## src/rtl/usb_tx_pkg.sv

```systemverilog
// USB full-speed transmit PHY shared definitions.
// FSM state encoding, SYNC pattern, stuffing limit and line states.
package usb_tx_pkg;

  typedef enum logic [2:0] {
    ST_IDLE    = 3'd0,
    ST_SYNC    = 3'd1,
    ST_DATA    = 3'd2,
    ST_EOP_SE0 = 3'd3,
    ST_EOP_J   = 3'd4
  } state_e;

  localparam logic [7:0]  SYNC_BYTE   = 8'h80;
  localparam int unsigned STUFF_LIMIT = 6;

  // {D+, D-}
  localparam logic [1:0] LINE_J   = 2'b10;
  localparam logic [1:0] LINE_K   = 2'b01;
  localparam logic [1:0] LINE_SE0 = 2'b00;

endpackage

```

## src/rtl/usb_tx_phy_nrzi_stuff.sv

```systemverilog
// Bit stuffer and NRZI encoder for the USB transmit PHY.
// level_o=1 means J; stall_o flags that the next slot is a stuff bit.
module usb_nrzi_stuff
  import usb_tx_pkg::*;
(
  input  logic clk_i,
  input  logic rst_i,
  input  logic clr_i,
  input  logic load_i,
  input  logic adv_i,
  input  logic bit_i,
  output logic level_o,
  output logic stuff_o,
  output logic stall_o
);

  logic       level_q, level_d;
  logic       stuff_q, stuff_d;
  logic [2:0] ones_q, ones_d;

  assign stall_o = (ones_q == 3'(STUFF_LIMIT));
  assign level_o = level_q;
  assign stuff_o = stuff_q;

  // Next line level and run-of-ones tracking per emitted bit
  always_comb begin
    level_d = level_q;
    stuff_d = stuff_q;
    ones_d  = ones_q;
    if (clr_i) begin
      level_d = 1'b1;
      stuff_d = 1'b0;
      ones_d  = 3'd0;
    end else if (load_i) begin
      // line rests at J before the first bit
      level_d = bit_i;
      stuff_d = 1'b0;
      ones_d  = {2'b00, bit_i};
    end else if (adv_i) begin
      if (stall_o) begin
        level_d = ~level_q;
        stuff_d = 1'b1;
        ones_d  = 3'd0;
      end else begin
        level_d = bit_i ? level_q : ~level_q;
        stuff_d = 1'b0;
        ones_d  = bit_i ? ones_q + 3'd1 : 3'd0;
      end
    end
  end

  // Encoder state registers
  always_ff @(posedge clk_i) begin
    if (rst_i) begin
      level_q <= 1'b1;
      stuff_q <= 1'b0;
      ones_q  <= 3'd0;
    end else begin
      level_q <= level_d;
      stuff_q <= stuff_d;
      ones_q  <= ones_d;
    end
  end

endmodule

```

## src/rtl/usb_tx_phy.sv

```systemverilog
// USB full-speed transmit PHY: SYNC, byte fetch, stuffing/NRZI, EOP.
// Optional debug port enabled by defining USB_TX_PHY_DEBUG_EN.
module usb_tx_phy
  import usb_tx_pkg::*;
#(
  parameter int CLKS_PER_BIT = 4
) (
  input  logic       clk_48mhz,
  input  logic       reset,
  input  logic       tx_valid,
  input  logic [7:0] tx_data,
  input  logic       tx_last,
  output logic       tx_ready,
  output logic       usb_p_tx,
  output logic       usb_n_tx,
  output logic       usb_tx_en,
  output logic       busy,
`ifdef USB_TX_PHY_DEBUG_EN
  output logic [3:0] debug,
`endif
  output logic       tx_underrun
);

  localparam int CW = (CLKS_PER_BIT > 1) ? $clog2(CLKS_PER_BIT) : 1;

  state_e        state_q, state_d;
  logic [CW-1:0] cnt_q, cnt_d;
  logic [2:0]    idx_q, idx_d;
  logic [7:0]    sr_q, sr_d;
  logic          last_q, last_d;
  logic          pend_q, pend_d;

  logic       strobe;
  logic       load, adv, clr, nbit;
  logic       fetch, end_pkt;
  logic       level, stuff_act, stall;
  logic [2:0] idx_inc;
  logic [1:0] line;

  assign strobe  = (state_q != ST_IDLE) &&
                   (cnt_q == CW'(CLKS_PER_BIT - 1));
  assign idx_inc = idx_q + 3'd1;

  usb_nrzi_stuff u_enc (
    .clk_i   (clk_48mhz),
    .rst_i   (reset),
    .clr_i   (clr),
    .load_i  (load),
    .adv_i   (adv),
    .bit_i   (nbit),
    .level_o (level),
    .stuff_o (stuff_act),
    .stall_o (stall)
  );

  // Packet FSM: bit sequencing, byte fetch and EOP timing
  always_comb begin
    state_d = state_q;
    cnt_d   = cnt_q;
    idx_d   = idx_q;
    sr_d    = sr_q;
    last_d  = last_q;
    pend_d  = pend_q;
    load    = 1'b0;
    adv     = 1'b0;
    clr     = 1'b0;
    nbit    = 1'b0;
    fetch   = 1'b0;
    end_pkt = 1'b0;
    if (state_q != ST_IDLE) begin
      cnt_d = strobe ? '0 : cnt_q + CW'(1);
    end
    unique case (state_q)
      ST_IDLE: begin
        cnt_d = '0;
        idx_d = 3'd0;
        if (tx_valid) begin
          state_d = ST_SYNC;
          sr_d    = SYNC_BYTE;
          last_d  = 1'b0;
          pend_d  = 1'b0;
          load    = 1'b1;
          nbit    = SYNC_BYTE[0];
        end
      end
      ST_SYNC, ST_DATA: begin
        if (strobe) begin
          if (stuff_act) begin
            if (pend_q) begin
              state_d = ST_EOP_SE0;
              idx_d   = 3'd0;
              clr     = 1'b1;
            end else begin
              adv  = 1'b1;
              nbit = sr_q[idx_q];
            end
          end else if (idx_q != 3'd7) begin
            idx_d = idx_inc;
            adv   = 1'b1;
            nbit  = sr_q[idx_inc];
          end else if (state_q == ST_DATA && last_q) begin
            end_pkt = 1'b1;
          end else begin
            fetch = 1'b1;
            if (tx_valid) begin
              state_d = ST_DATA;
              sr_d    = tx_data;
              last_d  = tx_last;
              idx_d   = 3'd0;
              adv     = 1'b1;
              nbit    = tx_data[0];
            end else begin
              end_pkt = 1'b1;
            end
          end
          // a pending stuff bit still goes out before EOP
          if (end_pkt) begin
            if (stall) begin
              pend_d = 1'b1;
              adv    = 1'b1;
            end else begin
              state_d = ST_EOP_SE0;
              idx_d   = 3'd0;
              clr     = 1'b1;
            end
          end
        end
      end
      ST_EOP_SE0: begin
        if (strobe) begin
          if (idx_q == 3'd1) begin
            state_d = ST_EOP_J;
            idx_d   = 3'd0;
          end else begin
            idx_d = 3'd1;
          end
        end
      end
      ST_EOP_J: begin
        if (strobe) begin
          state_d = ST_IDLE;
          cnt_d   = '0;
          idx_d   = 3'd0;
        end
      end
      default: begin
        state_d = ST_IDLE;
      end
    endcase
  end

  // FSM and datapath registers
  always_ff @(posedge clk_48mhz) begin
    if (reset) begin
      state_q <= ST_IDLE;
      cnt_q   <= '0;
      idx_q   <= 3'd0;
      sr_q    <= 8'h00;
      last_q  <= 1'b0;
      pend_q  <= 1'b0;
    end else begin
      state_q <= state_d;
      cnt_q   <= cnt_d;
      idx_q   <= idx_d;
      sr_q    <= sr_d;
      last_q  <= last_d;
      pend_q  <= pend_d;
    end
  end

  // Line driver selection from state and NRZI level
  always_comb begin
    line = LINE_J;
    unique case (1'b1)
      (state_q == ST_EOP_SE0): line = LINE_SE0;
      (state_q == ST_SYNC),
      (state_q == ST_DATA):    line = level ? LINE_J : LINE_K;
      default:                 line = LINE_J;
    endcase
  end

  assign usb_p_tx    = line[1];
  assign usb_n_tx    = line[0];
  assign busy        = (state_q != ST_IDLE);
  assign usb_tx_en   = busy;
  assign tx_ready    = fetch & ~reset;
  assign tx_underrun = fetch & ~tx_valid & ~reset;

`ifdef USB_TX_PHY_DEBUG_EN
  assign debug = reset ? 4'd0 : {state_q, stuff_act};
`endif

endmodule

```

## config.mk

```make
export PLATFORM = sky130hd
export DESIGN_NAME = usb_tx_phy
export DESIGN_NICKNAME = d
export VERILOG_FILES = /design/src/rtl/usb_tx_pkg.sv /design/src/rtl/usb_tx_phy_nrzi_stuff.sv /design/src/rtl/usb_tx_phy.sv
export SDC_FILE = /design/constraint.sdc
export NUM_CORES = 1
export LEC_CHECK = 0
export ABC_CLOCK_PERIOD_IN_PS = 3650
export CORE_MARGIN = 5
export CORE_UTILIZATION = 35
export CTS_CLUSTER_DIAMETER = 40
export DETAILED_ROUTE_END_ITERATION = 6
export HOLD_SLACK_MARGIN = 0.06
export PLACE_DENSITY_LB_ADDON = 0.05
export SYNTH_ARGS = -nofsm -noshare
export SYNTH_HDL_FRONTEND = slang
export SYNTH_SLANG_ARGS = --single-unit
export TNS_END_PERCENT = 50
```

## constraint.sdc

```tcl
create_clock -name clk_48mhz -period 3.65 [get_ports clk_48mhz]
set_clock_uncertainty 0.15 [all_clocks]
set_input_delay 1.095 -clock clk_48mhz [delete_from_list [all_inputs] [get_ports clk_48mhz]]
set_output_delay 1.095 -clock clk_48mhz [all_outputs]
set_load 0.005 [all_outputs]
```

==> results.yml <==
synthesis:
  synth_top_flop_cell: "dfxtp_1"
  syn_area_per_cell_um2: 8.17
  ys_seq_elements: 23
  synth_edf_count: 0
  synthArstFlopShare_pct: 0
  synth_nets: 213
  yosysSeqAreaShare_pct: 28.9
  syn_area_um2: 1590
  yosysWarnings: 0
  syn_inst: 195
  ys_types: 47
clock_tree:
  clockBufferDepth: 2
  cts.sinks: 23
  post_cts_buffers: 0
  cts_tree: "done"
  h-tree-depth: 1
  clock-root-buffer: "clkbuf_8"
  clk_pin_slew_ns: 0.08
  insertion_delay_ns: 0.26
  cts-buffers-inserted: 3
setup_path:
  crit_arrival_ns: 2.24
  crit_path_max_fanout: 3
  reg2reg_depth: 7
  criticalPathCategory: "primary input to primary output"
  cp.required_ns: 2.40
  endpoint_kind: "primary output"
  start_kind: "primary input"
final_layout:
  final_cells: 259
  drive_gt1_share_pct: 10.6
  fin_util_pct: 41.9
  n_antenna_cell: 0
  nets: 226
  synthToLayoutAreaGrowth_pct: 15.2
place:
  io_buffers: 17
  place_congestion: 0.856
  post-dp-hpwl_um: 3020
  dp.cells: 255
sta:
  hold_viol_final: 0
  worstMarginPinSlew_ns: 0.811
  min_period_ns: 3.48
  maxSlewHeadroom_pct: 45.8
  max_clock_freq_ghz: 0.287
  slew_viol_final: 0
  period_share_pct: 95.4
  setup_violations: 0
  rsz0062_at_grt: "no"
detailed_routing:
  dr.pass1.iters: 4
  vias_per_cell: 5.59
  wirelength_um: 3960
  vias: 1449
  dr.first_iter.drc_count: 114
  routedWlPerCell_um: 15.3
  postRouteAntennaNets: 0
  drc: 0
grt:
  antenna_found_initial: 0
  grt_max_degree: 21
  overflow: 0
  grt_usage_pct: 13.6
  grt_pass1_wl_um: 6720
  grt_pass1_vias: 1385
status:
  outcome: "completed"
hold_path:
  hold_depth: 1
  hold_path.class: "flip-flop to flip-flop"
power_and_ir_drop:
  p_total_w: 0.000523
  irDropWorstVdd_mv: 0.111
  p_leak_nw: 0.659
  p_per_area_nw_per_um2: 285
floorplanning:
  start_util_pct: 36.4
  ioPinCount: 18
  die_w_um: 77.5
  die_height_um: 77.5
  dieArea_um2: 6000
  num_rows: 24
  core_area_um2: 4380
run:
  drv_cap: 0
==> registers in the layout (all words and copies together), names as in the netlist <==
signal	cells
cnt_q	2
idx_q	3
last_q	1
pend_q	1
sr_q	8
state_q	3
u_enc.level_o	1
u_enc.ones_q	3
u_enc.stuff_o	1
==> layout by cell type (no fill, tap or decap), types with 2 or more instances in the layout <==
cell type and count:
mux4_2 3, nand4_1 2, buf_4 4, dfxtp_1 22, nor2b_1 4, clkdlybuf4s50_1 16
a21o_1 3, ha_1 6, nand2_1 24, nand3_1 11, a211o_1 2, inv_1 7
or3_1 8, clkbuf_8 3, nand2b_1 3, o21ai_0 8, nor2_1 13, mux2i_1 5
and2_1 2, a211oi_1 4, a31oi_1 3, a311oi_1 2, a21oi_1 20, nor3_1 5
==> through the flow <==
step	setup WS, ns	setup TNS, ns	instance area (um^2)	hold WS [ns]
2_1_floorplan	0.765	0	1590	0.257
3_3_place_gp	-0.0887	-0.0887	1780	0.262
3_5_place_dp	-0.156	-0.211	1780	0.271
4_1_cts	0.0258	0	1830	0.284
5_1_grt	0.0536	0	1840	0.325
6_report	0.167	0	1840	0.278
==> synthesized netlist by cell type, types with 3 or more instances <==
master	number	area share (%)
nand2_1	24	5.7
dfxtp_1	23	29
a21oi_1	20	6.3
nor2_1	13	3.1
nand3_1	11	3.5
clkbuf_1	8	1.9
o21ai_0	8	2.5
or3_1	8	3.1
inv_1	7	1.6
ha_1	6	4.7
mux2i_1	5	3.1
nor3_1	5	1.6
a211oi_1	4	1.9
nor2b_1	4	1.6
a21o_1	3	1.4
a31oi_1	3	1.2
buf_6	3	2.1
mux4_2	3	4.2
nand2b_1	3	1.2
==> layer usage <==
metal,global-route usage [%],wire (um),vias up,part of all wire (%)
li1,-,-,726,-
met1,18.6,1950,691,49
met2,22.3,1830,30,46
met3,2.20,154,2,3.9
met4,3.61,23,0,0.58
met5,0,0,-,0
==> critical path: stages <==
cell and delay (ns):
clkdlybuf4s50_1 0.42, inv_1 0.11, and2_1 0.13, clkdlybuf4s50_1 0.49
==> layout make-up <==
cell class              instances  area [um^2]
repair buffers                 21          203
well taps                      52         65.1
flip-flops and latches         23          462
inverters                       7         26.3
multi-input cells             152         1030
clock inverters                 1         5.00
clock buffers                   3         41.3
fillers                       471         2550
==> report_power, final <==
group / switching (W) / internal [W]
clock network: 0.0000846 / 0.0000762
logic: 0.0000476 / 0.0000431
registers: 0.0000122 / 0.000259
total: 0.000144 / 0.000379
==> timing repair <==
action | in CTS | in global routing
setup endpoints to repair | 2 | 1
gates resized for setup | 1 | 2
pin swaps | 1 | 2
gates cloned | 0 | 0
hold buffers | 0 | 0
==> cells by family after synthesis <==
| group | Yosys count | synth area share [%] |
|---|---|---|
| AO/OA/AOI/OAI | 49 | 20.1 |
| XOR/XNOR | 1 | 1.73 |
| adder cells (fa/ha/maj) | 7 | 5.34 |
| buffers and inverters | 20 | 6.59 |
| flip-flops | 23 | 28.9 |
| multiplexers | 8 | 7.38 |
| AND/OR/NAND/NOR | 87 | 30.0 |
==> final timing paths <==
path / from / slack, ns / to
worst max-delay path: tx_valid / 0.17 / tx_underrun
worst min-delay path: cnt_q[0]$_SDFF_PP0_ / 0.28 / cnt_q[0]$_SDFF_PP0_
worst min register to register: cnt_q[0]$_SDFF_PP0_ / 0.28 / cnt_q[0]$_SDFF_PP0_
worst max register to register: idx_q[1]$_SDFFE_PP0P_ / 1.24 / u_enc.ones_q[2]$_SDFFE_PP0P_
(Power assumes the default switching activity.)
